--- src/rtl/logic_cell_pkg.sv ---
// Shared definitions for the 3-input registered logic cell and its self-test checker.
package logic_cell_pkg;

    localparam logic [7:0]  LOGIC_CELL_TT      = 8'hF9;
    localparam int unsigned LOGIC_CELL_LATENCY = 1;

    typedef enum logic [1:0] {
        IDLE,
        RUN,
        DRAIN,
        DONE
    } chk_state_e;

    typedef struct packed {
        logic       valid;
        logic [2:0] idx;
        logic       exp_bit;
    } exp_entry_t;

    function automatic logic exp_dout(input logic a, input logic b, input logic c);
        return ~(a | b) ^ (a | c);
    endfunction

endpackage

--- src/rtl/logic_exp_delay.sv ---
// Expectation delay line: carries {valid, idx, expected bit} in step with the cell's pipeline.
module logic_exp_delay
    import logic_cell_pkg::*;
#(
    parameter int unsigned DEPTH = 2
) (
    input  logic       clk,
    input  logic       rst,
    input  exp_entry_t in_i,
    output exp_entry_t out_o
);

    exp_entry_t stage_q [DEPTH];

    always_ff @(posedge clk) begin
        if (rst) begin
            for (int unsigned i = 0; i < DEPTH; i++) begin
                stage_q[i] <= '0;
            end
        end else begin
            stage_q[0] <= in_i;
            for (int unsigned i = 1; i < DEPTH; i++) begin
                stage_q[i] <= stage_q[i-1];
            end
        end
    end

    assign out_o = stage_q[DEPTH-1];

endmodule

--- config.mk ---
export PLATFORM = sky130hd
export DESIGN_NAME = logic_exp_delay
export DESIGN_NICKNAME = d
export VERILOG_FILES = /design/src/rtl/logic_cell_pkg.sv /design/src/rtl/logic_exp_delay.sv
export SDC_FILE = /design/constraint.sdc
export NUM_CORES = 1
export LEC_CHECK = 0
export CORE_AREA = 2 2 39 41
export DETAILED_ROUTE_END_ITERATION = 12
export DIE_AREA = 0 0 41 43
export DONT_BUFFER_PORTS = 1
export PLACE_DENSITY = 0.46
export SYNTH_ARGS = -nofsm -noshare
export SYNTH_HDL_FRONTEND = slang
export SYNTH_SLANG_ARGS = --single-unit
--- constraint.sdc ---
create_clock -name clk -period 0.8 [get_ports clk]
set_clock_uncertainty 0.15 [all_clocks]
set_input_delay 0.12 -clock clk [delete_from_list [all_inputs] [get_ports clk]]
set_output_delay 0.12 -clock clk [all_outputs]
set_load 0.005 [all_outputs]
Word level (Yosys, flattened, before mapping) --
Memory sizes are Yosys's and may differ from the RTL's. Index checks and enable logic that the tools add are counted.
Storage, ports and cells: memory bits (writable) 10, input port bits 7, output and inout bits 5, register bits after elaboration 0, memories kept 1
Cells by class: multiplexer cells 5, bitwise logic cells 2
Memory list:
- stage_q | depth 2, bits a word 5, read ports 2, clocked after Yosys merged registers in 0, wr ports 2, RTL line logic_exp_delay.sv:13 | exp_entry_t stage_q [DEPTH];
Operators by type and width (count):
- 5-bit 2-to-1 mux | 2
- 1-bit 2-to-1 mux | 3
- 1-bit OR | 2

Longest topological paths before layout --
depth in word-level cells 3, gate-level depth with buffers 1

Worst setup path after synthesis --
Ideal clock, no wire load.
path type register to output, start point memory stage_q[0][5] (netlist name), end point output out_o[0] (netlist name), data required time 530 ps, arrival time 393 ps, buffers on the path 1, stages on the path, launching flop included 2, setup slack 137 ps, path through dfxtp_1 > buf_4
RTL lines:
- start, declared | RTL line logic_exp_delay.sv:13
- end, declared | RTL line logic_exp_delay.sv:10 | output exp_entry_t out_o

==> results.md <==
- Outcome: complete, but fails checks
- Violations in the final reports: setup timing
- Number of port buffers: 0
- Number of antenna repair diodes: 0
- Area Growth Syn to Fin: 29.2%
- Fraction of final layout cells sized beyond drive strength 1: a little under a third
- Post-CTS setup-driven buffer insertion count: 0
- Multi-input logic area: roughly 63 um^2
- # Max-Cap Violations: 0
- Later-pin clock latency in the skew report: around 260 ps
- Total global routing overflow: 0
- Dominant synthesized flop cell: sky130_fd_sc_hd__dfxtp_1
- Routed length per placed instance: 8.46 um
- Fmax: 1170 MHz
- Met1 capacity usage during global routing: 5.28%
- Distinct cell type count after synthesis: 3
- Average cell area after synthesis: 12.0 um^2
- Met2 GRT Util: 5.00%
- Post-synth top area share: approximately two thirds
- Largest net degree at the start of global routing: 7
- Post-synth EDFFs: 0
- Slew @ Worst Pin: ~220 ps
- Crit path time final: around 850 ps
- GR Util All Layers: 5.47%
- Number of top-level design ports: 12
- Proportion of register bits with asynchronous set or reset after synthesis: 0%
- Worst ir drop on vdd: 665 uV
- Clk Tree Root Cell: sky130_fd_sc_hd__clkbuf_4
- Pre-CTS setup slack: 146 ps
- Worst endpoint data arrival time: roughly 580 ps
- Clock net sink count: 10
- Library cell with the largest summed area after synthesis: sky130_fd_sc_hd__dfxtp_1
- Endpoint class of the critical path: primary output
- Depth of the most critical reg-to-reg path: 1
- Largest registers: stage_q: 10 flops
- Path length in cells of the critical path: 0
- Kind of launch point of the worst setup path: flip-flop
- Post-route clock period utilization: 107%
- Detail Route Antenna Nets: 0
- Biggest area contributors in the synthesized netlist: sky130_fd_sc_hd__dfxtp_1 (67%), sky130_fd_sc_hd__nor2b_1 (21%), sky130_fd_sc_hd__buf_4 (13%)
- Net count reported at finish: 38
- Full die area: 0.00176 mm^2
- Number of buffers created by CTS: 3
- Final worst hold slack: roughly 90 ps
- Leak: ~0.17 nW
- Crit Path Max Fanout: 1
- GR Util met3: around 2.1%
- Endpoints failing hold: 0
- Starting density of the core: a little over a fifth
- Final Max Slew Viols: 0
- Routability congestion estimate: approximately 0.5
- Layout fillers: roughly 150
- Commonest cells post-synth: sky130_fd_sc_hd__dfxtp_1 (10), sky130_fd_sc_hd__nor2b_1 (10), sky130_fd_sc_hd__buf_4 (5)
- Largest register by flop count: stage_q
- Height of the die: ~43 um
- Syn Inst Count: 25
- Total routed wirelength: 389 um
- Most used routing layer in global routing: met4
- Remaining DRCs: 0
- Die W: slightly above 40 um
- TritonCTS clock tree: done
- Synth Cell Area: roughly 300 um^2
- Final setup slack of the worst path: -54.4 ps
- Initial antenna violation count: 0
- Maximum level of the CTS H-tree: 1
- Final setup violation count: 5
- Power Dens Cells: 2610 mW/mm^2
- Setup repair after global routing missed its margin: yes
- Max FFs per register: 10
- Critical path class: flip-flop to primary output
- Via-per-instance ratio: about 3.5
- Count of routing violations after the opening detailed-route iteration: 0
- Drt first pass iters: 1
- Data required time at the worst endpoint: ~530 ps
- FP Rows: 14
- Synthesis warning total: 0
- Total power: between 1 and 1.5 mW
- Via count of the first global-routing pass: around 140
- Deepest clock path buffer count: 2
- Headroom to the max-slew limit: a little under nine tenths
- Net count after synthesis: 32
- Yosys reg bits: 10
- Vias: 160
- First-pass GRT wire length: roughly 520 um
- Proportion of synthesized chip area in sequential cells: around 67%
- Placeable core region: between 0.001 and 0.0015 mm^2
- Hold-critical path depth: 2
- Clock Pin Slew Worst Setup and Hold Paths: ~60 ps
- Sequential cell area: approximately 210 um^2
- Worst min-delay path category: input port to flip-flop
[cell usage in the layout, fill, tap and decap left out]
master,instances
sky130_fd_sc_hd__nor2b_1,10
sky130_fd_sc_hd__dlygate4sd3_1,5
sky130_fd_sc_hd__dfxtp_1,5
sky130_fd_sc_hd__dfxtp_2,5
sky130_fd_sc_hd__clkbuf_4,3
sky130_fd_sc_hd__clkbuf_8,1
sky130_fd_sc_hd__dlymetal6s4s_1,1
[cell type report]
| cell class | count | share of cell area, % |
|---|---|---|
| sequential | 10 | 53.2 |
| multi-input combinational | 10 | 16.1 |
| timing repair buffer | 6 | 16.1 |
| clock buffer | 4 | 9.35 |
| tap | 16 | 5.16 |
[metrics by stage]
step	cell area, um^2	std cells	utilization [%]	setup TNS (ps)
after floorplan	300	25	-	0
after global placement	283	36	20.4	0
after detailed placement	283	36	20.4	0
after CTS	385	46	27.8	-525
after global routing	388	46	28.0	-352
final	388	46	28.0	-263
[cells by family after synthesis]
group	synth area share, %
DFF	66.7
and+or+nand+nor	20.8
buffers and inverters	12.5
[per-layer routing]
| metal | part of all wire (%) | vias up |
|---|---|---|
| met5 | 0 | - |
| met1 | 44 | 67 |
| met2 | 40 | 12 |
| met4 | 3.6 | 0 |
| li1 | - | 79 |
| met3 | 12 | 2 |
[power by group]
part / internal [mW] / total (mW) / leakage, nW / switching, mW
Combinational: 0.0319 / 0.0425 / 0.0616 / 0.0106
Sequential: 0.523 / 0.530 / 0.0847 / 0.00723
Clock: 0.276 / 0.441 / 0.0210 / 0.165
[what timing repair did]
action                                  CTS  global route
hold buffers                              6             0
cloned                                    0             0
hold endpoints to repair                 10             0
resized for setup                         5             1
endpoints found under the setup margin    5            11
[path summary, 6_finish.rpt]
| check | end | slack, ps | from |
|---|---|---|---|
| setup reg to reg | stage_q[0][9] | 130 | stage_q[0][4] |
| hold reg to reg | stage_q[0][8] | 290 | stage_q[0][3] |
| setup / recovery | out_o[0] | -50 | stage_q[0][5] |
| hold / removal | stage_q[0][6] | 90 | rst |
(Power assumes the default switching activity.)
